`src/rtl/serial_addsub.sv`:
```
// Bit-serial adder/subtractor: one full-adder slice, LSB first, N+1 edges per operation.
// Define SERIAL_ADDSUB_OVF_EN to build the two's-complement overflow flag; otherwise ovf is tied 0.
module serial_addsub #(
    parameter int N = 8
) (
    input  logic         clk,
    input  logic         rst_n,
    input  logic         start,
    input  logic [N-1:0] a,
    input  logic [N-1:0] b,
    input  logic         a_ns,
    output logic         busy,
    output logic         done,
    output logic [N-1:0] result,
    output logic         cout,
    output logic         ovf
);

    localparam int CNT_W = (N > 1) ? $clog2(N) : 1;

    typedef enum logic [1:0] {IDLE, SHIFT, DONE} state_t;

    state_t             state_q, state_d;
    logic [N-1:0]       a_q, a_d;
    logic [N-1:0]       b_q, b_d;
    logic [N-1:0]       result_q, result_d;
    logic               ns_q, ns_d;
    logic               carry_q, carry_d;
    logic               cout_q, cout_d;
    logic [CNT_W-1:0]   cnt_q, cnt_d;

    logic accept;
    logic last_bit;
    logic b_eff;
    logic sum_bit;
    logic carry_nxt;

    assign accept   = (state_q == IDLE) && start;
    assign last_bit = (cnt_q == CNT_W'(N - 1));

    // Subtract is a + ~b + 1: b is inverted here and the +1 comes from the preloaded carry.
    assign b_eff     = b_q[0] ^ ~ns_q;
    assign sum_bit   = a_q[0] ^ b_eff ^ carry_q;
    assign carry_nxt = (a_q[0] & b_eff) | (a_q[0] & carry_q) | (b_eff & carry_q);

    always_ff @(posedge clk or negedge rst_n) begin
        if (!rst_n) begin
            state_q <= IDLE;
        end else begin
            state_q <= state_d;
        end
    end

    always_comb begin
        state_d = state_q;
        case (state_q)
            IDLE:    if (start) state_d = SHIFT;
            SHIFT:   if (last_bit) state_d = DONE;
            DONE:    state_d = IDLE;
            default: state_d = IDLE;
        endcase
    end

    always_comb begin
        busy = (state_q == SHIFT);
        done = (state_q == DONE);
    end

    always_comb begin
        a_d      = a_q;
        b_d      = b_q;
        ns_d     = ns_q;
        carry_d  = carry_q;
        cnt_d    = cnt_q;
        result_d = result_q;
        cout_d   = cout_q;
        if (accept) begin
            a_d     = a;
            b_d     = b;
            ns_d    = a_ns;
            carry_d = ~a_ns;
            cnt_d   = '0;
        end else if (state_q == SHIFT) begin
            a_d      = a_q >> 1;
            b_d      = b_q >> 1;
            carry_d  = carry_nxt;
            cnt_d    = cnt_q + 1'b1;
            result_d = {sum_bit, result_q[N-1:1]};
            if (last_bit) begin
                cout_d = carry_nxt;
            end
        end
    end

    always_ff @(posedge clk or negedge rst_n) begin
        if (!rst_n) begin
            a_q      <= '0;
            b_q      <= '0;
            ns_q     <= 1'b0;
            carry_q  <= 1'b0;
            cnt_q    <= '0;
            result_q <= '0;
            cout_q   <= 1'b0;
        end else begin
            a_q      <= a_d;
            b_q      <= b_d;
            ns_q     <= ns_d;
            carry_q  <= carry_d;
            cnt_q    <= cnt_d;
            result_q <= result_d;
            cout_q   <= cout_d;
        end
    end

    assign result = result_q;
    assign cout   = cout_q;

`ifdef SERIAL_ADDSUB_OVF_EN
    logic ovf_q, ovf_d;

    // On the last bit carry_q is the carry into the sign bit, carry_nxt the carry out of it.
    always_comb begin
        ovf_d = ovf_q;
        if (state_q == SHIFT && last_bit) begin
            ovf_d = carry_q ^ carry_nxt;
        end
    end

    always_ff @(posedge clk or negedge rst_n) begin
        if (!rst_n) begin
            ovf_q <= 1'b0;
        end else begin
            ovf_q <= ovf_d;
        end
    end

    assign ovf = ovf_q;
`else
    assign ovf = 1'b0;
`endif

endmodule

```
`config.mk`:
```
export PLATFORM = sky130hd
export DESIGN_NAME = serial_addsub
export DESIGN_NICKNAME = d
export VERILOG_FILES = /design/src/rtl/serial_addsub.sv
export SDC_FILE = /design/constraint.sdc
export NUM_CORES = 1
export LEC_CHECK = 0
export CORE_MARGIN = 5
export CORE_UTILIZATION = 35
export CTS_BUF_LIST = sky130_fd_sc_hd__clkbuf_4
export DETAILED_ROUTE_END_ITERATION = 6
export GPL_TIMING_DRIVEN = 0
export HOLD_SLACK_MARGIN = 0.15
export MAX_ROUTING_LAYER = met4
export PLACE_DENSITY = 0.65
export REMOVE_ABC_BUFFERS = 1
export SLEW_MARGIN = 20
export SYNTH_ARGS = -nofsm -noshare
export SYNTH_HDL_FRONTEND = slang
export SYNTH_SLANG_ARGS = --single-unit
```
`constraint.sdc`:
```
create_clock -name clk -period 3.58 [get_ports clk]
set_input_delay 0.358 -clock clk [delete_from_list [all_inputs] [get_ports clk]]
set_output_delay 0.358 -clock clk [all_outputs]
set_load 0.03 [all_outputs]
```
# After elaboration in Yosys (flattened, before gate mapping)

Index checks and enable logic that the tools add are counted.
Widths: inputs -> output; s select.

Register bits after elaboration: 32
Word-level logic and storage cells: 42
Bits of input ports: 20
Output and inout bits: 12

$add $sub $neg: 1
Equality and inequality tests: 5
Bitwise operators: 11
Muxes and demuxes: 11
Reductions and logical operators: 6

Operators with widths:

| operator            | count |
|---|---|
| $mux 8              | 4 |
| $mux 3              | 2 |
| $mux 2              | 2 |
| $pmux 2 s2          | 1 |
| $reduce_and 2->1    | 2 |
| $add 3x1->3 const B | 1 |
| $and 1x1->1         | 3 |
| $eq 3x3->1 const B  | 1 |
| $not 1->1           | 3 |
| $reduce_and 3->1    | 1 |
| $xor 1x1->1         | 3 |
| $eq 2x1->1 const B  | 1 |
| $eq 2x2->1 const B  | 1 |
| $logic_not 2->1     | 1 |
| $mux 1              | 2 |
| $ne 2x1->1 const B  | 1 |
| $ne 2x2->1 const B  | 1 |
| $or 1x1->1          | 2 |
| $reduce_bool 2->1   | 1 |
| $logic_and 1x1->1   | 1 |

# Depth between registers and ports, before layout

Gate-level depths: netlist of run 1.

Word-level depth: 7
Mapped depth: 5
Gate-level depth less buffers: 5

# Worst setup path before layout of run 1

No wires, ideal clock.

Kind: register -> output
From: register state_q[1]
To: output port done
Cell stages (with the launch flop): 5
Slack: 2114 ps
Path buffers: 2
Required time: 3222 ps
Arrival time: 1108 ps
Cells stage by stage: dfrtp_1 > buf_6 > inv_1 > buf_2 > nor2_1

Longest elaborated chain between the ends: 1

RTL lines:

| item                   | line | text |
|---|---|---|
| from (decl)            | 23   | `state_t state_q, state_d;` |
| from (signal assigned) | 50   | `state_q <= state_d;` |
| $eq 2x2->1             | 66   | `done = (state_q == DONE);` |
| to (decl)              | 13   | `output logic done,` |

Every way passes these cells.

# Worst setup path in the final report of run 1

From: register state_q[1]
To: output port busy

Longest elaborated chain between the ends: 1

RTL lines:

| item       | line | text |
|---|---|---|
| $eq 2x1->1 | 65   | `busy = (state_q == SHIFT);` |
| to (decl)  | 12   | `output logic busy,` |

Every way passes these cells.

==> flow_summary.yaml, run 1 <==
timing:
  hold_viol: 0
  skew_ns: 0.003072
  maxSlewHeadroom_pct: 44.28
  rsz0062_at_grt: "no"
  finalSetupTns_ns: 0
  worst_pin_slew_ns: 0.8358
  setup_viol: 0
  finalCriticalPeriod_ns: 2.764
  fmax_mhz: 361.7
  report.final.slew_viol_count: 0
  period_share_pct: 77.22
  setup_ws_ns: 0.8156
placement:
  place_ws_ns: 1.127
  place_hpwl_mm: 2.092
  port_buffers: 30
  gp_congestion: 0.8138
critical_path:
  start_kind: "flip-flop"
  path_cells: "nand2b_1, inv_1, clkdlybuf4s50_1"
  end_kind: "output port"
  critPathMaxFanout: 21
  path_class: "reg -> out"
  max_stage_delay_ns: 0.71
  cp.required_ns: 3.22
  reg2reg_slack_ns: 1.76
  arrival_ns: 2.41
  crit_path_top_delay_cell: "nand2b_1"
layout:
  antenna_cells: 0
  area_delta_synth_final_pct: 25.42
  num-nets-final: 178
  drive_above_1_share_pct: 12.18
detailed_routing:
  wirelength_mm: 2.993
  via_per_inst: 5.325
  ant_nets: 0
  wire_per_inst_um: 14.53
  vias: 1097
  route.detailed.drc: 0
  dr.pass1.iters: 5
  drt-initial-drc-count: 84
power:
  irDropWorstVdd_v: 0.0001975
  powerDensity_nw_per_um2: 877.6
  leakage_nw: 0.7566
  finalPower_mw: 1.571
die:
  std_cell_rows: 23
  dieHeight_um: 73.87
  start_util_pct: 35.95
  die_x_um: 73.87
  core_um2: 3971
  io_pins: 32
  dieArea_um2: 5456
yosys:
  ys.flop_type: "dfrtp_1"
  ys_ff_latch: 32
  yosysTopAreaCellShare_pct: 56.09
  ys_seq_area_share_pct: 56.09
  synth_cells: 126
  netlist_area_um2: 1428
  synth_edf_count: 0
  synth_top_cells_by_count: "dfrtp_1 (32), o22ai_1 (21), a21oi_1 (9)"
  synthMostInstantiatedCell: "dfrtp_1"
  ys.warnings.count: 0
  avgSynthCellArea_um2: 11.33
  synthTopCellsByArea: "dfrtp_1 (56%), o22ai_1 (9.2%), mux2_2 (6.3%)"
  synth_area_leader_cell: "dfrtp_1"
  synth-async-reset-ratio_pct: 100.0
  ys_types: 28
clock_network:
  cts_tree: "yes"
  cts.root.buffer_cell: "clkbuf_4"
  cts_resized: 0
  clk_latency_ns: 0.32
  htree_levels: 2
  cts_buffer_depth: 2
  clk_pin_slew_ns: 0.09
  cts_buffers: 5
  post_cts_buffers: 0
  postCtsHoldBufs: 1
  clock-sinks: 32
grt:
  overflow: 0
  antenna_found_initial: 0
  grt_util_all_layers_pct: 11.76
  grt_max_degree: 33
  grt_first_pass_wirelength_mm: 4.678
  grt_pass1_vias: 1035
run_status:
  status: "complete, no violations"
min_path:
  hold_path_class: "reg -> reg"
run:
  max_cap_violations: 0
[metrics by stage]
stage	utilization, %	instances	instance area [um^2]	hold slack, ns
after floorplan	-	117	1371	0.06241
after global placement	43.67	197	1734	0.4867
after detailed placement	43.54	197	1729	0.4420
after CTS	45.09	206	1790	0.5122
after global routing	45.09	206	1790	0.5397
final	45.09	206	1790	0.5071
[registers in the layout, indices dropped and copies added, names as in the netlist]
register / cells
state_q: 2
cnt_q: 3
ns_q: 1
a_q: 8
result: 8
b_q: 8
cout: 1
carry_q: 1
[where the power goes]
group	internal, mW	leakage [nW]	switching (mW)
Sequential	0.535	0.384	0.121
Combinational	0.354	0.341	0.371
Clock	0.0719	0.0324	0.118
[layout by cell type (no fill, tap or decap), drive strengths merged, types with 2 or more instances in the layout]
cell type      Yosys  layout
o22ai             21      21
nand2b             3       3
clkbuf             0       5
inv                7       7
dfrtp             32      32
ha                 2       2
a21oi              9       9
mux2               8       8
a2bb2oi            4       4
nor2               4       4
clkinv             0       3
o21ai              7       7
clkdlybuf4s50      0      29
a22o               2       2
nand2              6       6
[path summary, 6_finish.rpt]
check | start | to | cells past startpoint
setup / recovery | state_q[1] | busy | 3
hold / removal | cout | cout | 2
setup reg to reg | state_q[1] | cnt_q[1] | 3
hold reg to reg | cout | cout | 2
max in group asynchronous | rst_n | b_q[7] | 2
min in group asynchronous | rst_n | a_q[4] | 2
[final cells by class]
class / count / area (um^2)
fillers: 354 / 2181
flip-flops and latches: 32 / 800.8
multi-input cells: 78 / 544.3
repair buffers: 31 / 305.3
well taps: 50 / 62.56
clock buffers: 5 / 37.54
inverters: 7 / 26.28
clock inverters: 3 / 13.76
[critical path: cells and delay by family (launching register included)]
kind	cells	cell delay, ns
buffers and inverters	2	0.82
and+or+nand+nor	1	0.71
DFF	1	0.55
[routing by layer]
metal,global-route usage (%),part of all wire (%),up-vias
li1,-,-,523
met1,14.16,45,531
met2,17.91,46,38
met3,4.104,7.3,5
met4,4.829,1.8,0
met5,-,0,-
[cell families after synthesis]
kind of cell / share of synthesized area [%]
fa+ha+maj: 3.155
xor+xnor: 0.6136
buf+inv: 5.784
mux: 6.311
other cells: 0.2627
flops: 56.09
compound gates: 21.56
simple gates: 6.224
Power figures use the tool's default switching activity.
==> run 2, diff against run 1 <==
--- a/config.mk
+++ b/config.mk
@@ -12,7 +12,7 @@
 export GPL_TIMING_DRIVEN = 0
 export HOLD_SLACK_MARGIN = 0.15
 export MAX_ROUTING_LAYER = met4
-export PLACE_DENSITY = 0.65
+export PLACE_DENSITY = 0.67
 export REMOVE_ABC_BUFFERS = 1
 export SLEW_MARGIN = 20
 export SYNTH_ARGS = -nofsm -noshare
==> constraint.sdc (replaced) <==
create_clock -name clk -period 2.4 [get_ports clk]
set_input_delay 0.24 -clock clk [delete_from_list [all_inputs] [get_ports clk]]
set_output_delay 0.24 -clock clk [all_outputs]
set_load 0.03 [all_outputs]
==> run 2 against run 1 <==
  * Worst setup slack worse by 0.61 ns
  * Via count is 1.3% lower
  * Sequential power is 52% higher
  * Count of clock-buffer cells in the layout is 1 higher
  * Sequential cell count stayed put
  * Sequential share of layout area is 0.54 points lower
  * Final cell count is 0.49% higher
  * Largest cell class unchanged
==> flow_summary.yaml, run 2 (synthesized netlist as in run 1, its figures left out) <==
critical_path:
  cp.required_ns: 2.16
  arrival_ns: 1.96
  crit_path_top_delay_cell: "clkdlybuf4s50_1"
  path_buf_inv: 2
  critPathTopFamily: "buffers and inverters"
  critPathMaxFanout: 21
  max_stage_delay_ns: 0.68
  end_kind: "output port"
  path_cells: "nand2b_4, inv_1, clkdlybuf4s50_1"
  start_kind: "flip-flop"
  path_class: "reg -> out"
grt:
  grt_pass1_vias: 1054
  grt_first_pass_wirelength_mm: 4.988
  grt_max_degree: 33
  antenna_found_initial: 0
  grt_util_all_layers_pct: 12.82
  overflow: 0
power:
  leakage_nw: 0.7630
  powerDensity_nw_per_um2: 1302
  irDropWorstVdd_v: 0.0002879
detailed_routing:
  wirelength_mm: 3.035
  via_per_inst: 5.232
  vias: 1083
  drt-initial-drc-count: 62
  ant_nets: 0
  route.detailed.drc: 0
  dr.pass1.iters: 4
  wire_per_inst_um: 14.66
die:
  dieHeight_um: 73.87
  std_cell_rows: 23
  dieArea_um2: 5456
  core_um2: 3971
  io_pins: 32
  start_util_pct: 35.95
  die_x_um: 73.87
timing:
  report.final.slew_viol_count: 0
  fmax_mhz: 455.2
  rsz0062_at_grt: "no"
  worst_pin_slew_ns: 0.6872
  skew_ns: 0.01252
  period_share_pct: 91.53
  hold_viol: 0
  finalSetupTns_ns: 0
  setup_ws_ns: 0.2033
  maxSlewHeadroom_pct: 54.19
  finalCriticalPeriod_ns: 2.197
  setup_viol: 0
layout:
  num-nets-final: 180
  final_cell_mix: "dfrtp_1 (30), clkdlybuf4s50_1 (29), o22ai_1 (21), a21oi_1 (9), mux2_2 (8)"
  final_cells: 207
  fillers: 367
  layout_commonest_cell: "dfrtp_1"
  area_delta_synth_final_pct: 27.34
  drive_above_1_share_pct: 15.92
  antenna_cells: 0
placement:
  place_hpwl_mm: 2.097
  place_inst: 197
  port_buffers: 30
  gp_congestion: 0.7378
  place_ws_ns: 0.07731
clock_network:
  cts_tree: "yes"
  clk_pin_slew_ns: 0.09
  cts_buffer_depth: 2
  clk_latency_ns: 0.33
  clock-sinks: 32
  htree_levels: 2
  cts_buffers: 5
  cts.root.buffer_cell: "clkbuf_4"
min_path:
  hold_path_class: "in -> reg"
run_status:
  status: "complete, no violations"
run:
  max_cap_violations: 0
-- run 2: cell count changes in the layout (fill, tap and decap cells not counted), sizes merged --
cell and change:
buf +2, clkinvlp +1, inv -1, clkinv -2, clkbuf +1
-- run 2: path summary, 6_finish.rpt --
check / cells past startpoint / to / slack (ns) / start
max in group asynchronous: 2 / state_q[0] / 1.43 / rst_n
hold reg to reg: 2 / cout / 0.50 / cout
min in group asynchronous: 2 / result[0] / 0.49 / rst_n
hold / removal: 3 / b_q[7] / 0.46 / b[7]
setup / recovery: 3 / busy / 0.20 / state_q[1]
setup reg to reg: 3 / ns_q / 0.96 / state_q[1]
-- run 2: per-stage QoR --
stage	utilization [%]	area [um^2]	power [mW]	hold WS, ns
after CTS	45.24	1797	2.385	0.4487
after detailed placement	43.54	1729	2.082	0.3328
after floorplan	-	1371	1.698	-0.05559
final	45.78	1818	2.367	0.4632
after global placement	43.67	1734	2.033	0.4860
after global routing	45.78	1818	2.560	0.4509
-- run 2: area by class of cell --
| type | instances | area, um^2 | area share [%] |
|---|---|---|---|
| Multi-Input combinational cell | 78 | 551.8 | 30.35 |
| Inverter | 7 | 30.03 | 1.652 |
| Tap cell | 50 | 62.56 | 3.441 |
| Timing Repair Buffer | 33 | 320.3 | 17.62 |
| Clock inverter | 1 | 5.005 | 0.2753 |
| Clock buffer | 6 | 45.04 | 2.478 |
| Sequential cell | 32 | 803.3 | 44.18 |
-- run 2: timing repair --
item / CTS / global route
gates resized for setup: 2 / 3
setup endpoints to repair: 1 / 2
hold buffers: 1 / 0
gates cloned: 0 / 0
buffers inserted: 0 / 2
hold endpoints to repair: 32 / 0
-- run 2: routing by layer --
metal,track usage [%],routed length [um]
met1,15.18,1319
met2,19.00,1427
met3,4.651,213
met4,6.640,74
met5,-,0
-- run 2: where the power goes --
group / internal, mW / total [mW] / switching [mW]
clock network: 0.119 / 0.287 / 0.168
registers: 0.800 / 0.994 / 0.194
logic: 0.536 / 1.09 / 0.550
total: 1.46 / 2.37 / 0.911
-- run 2: worst min-delay path: stages --
cell             delay [ns]
clkdlybuf4s50_1        0.39
nand2_1                0.05
o21ai_0                0.06
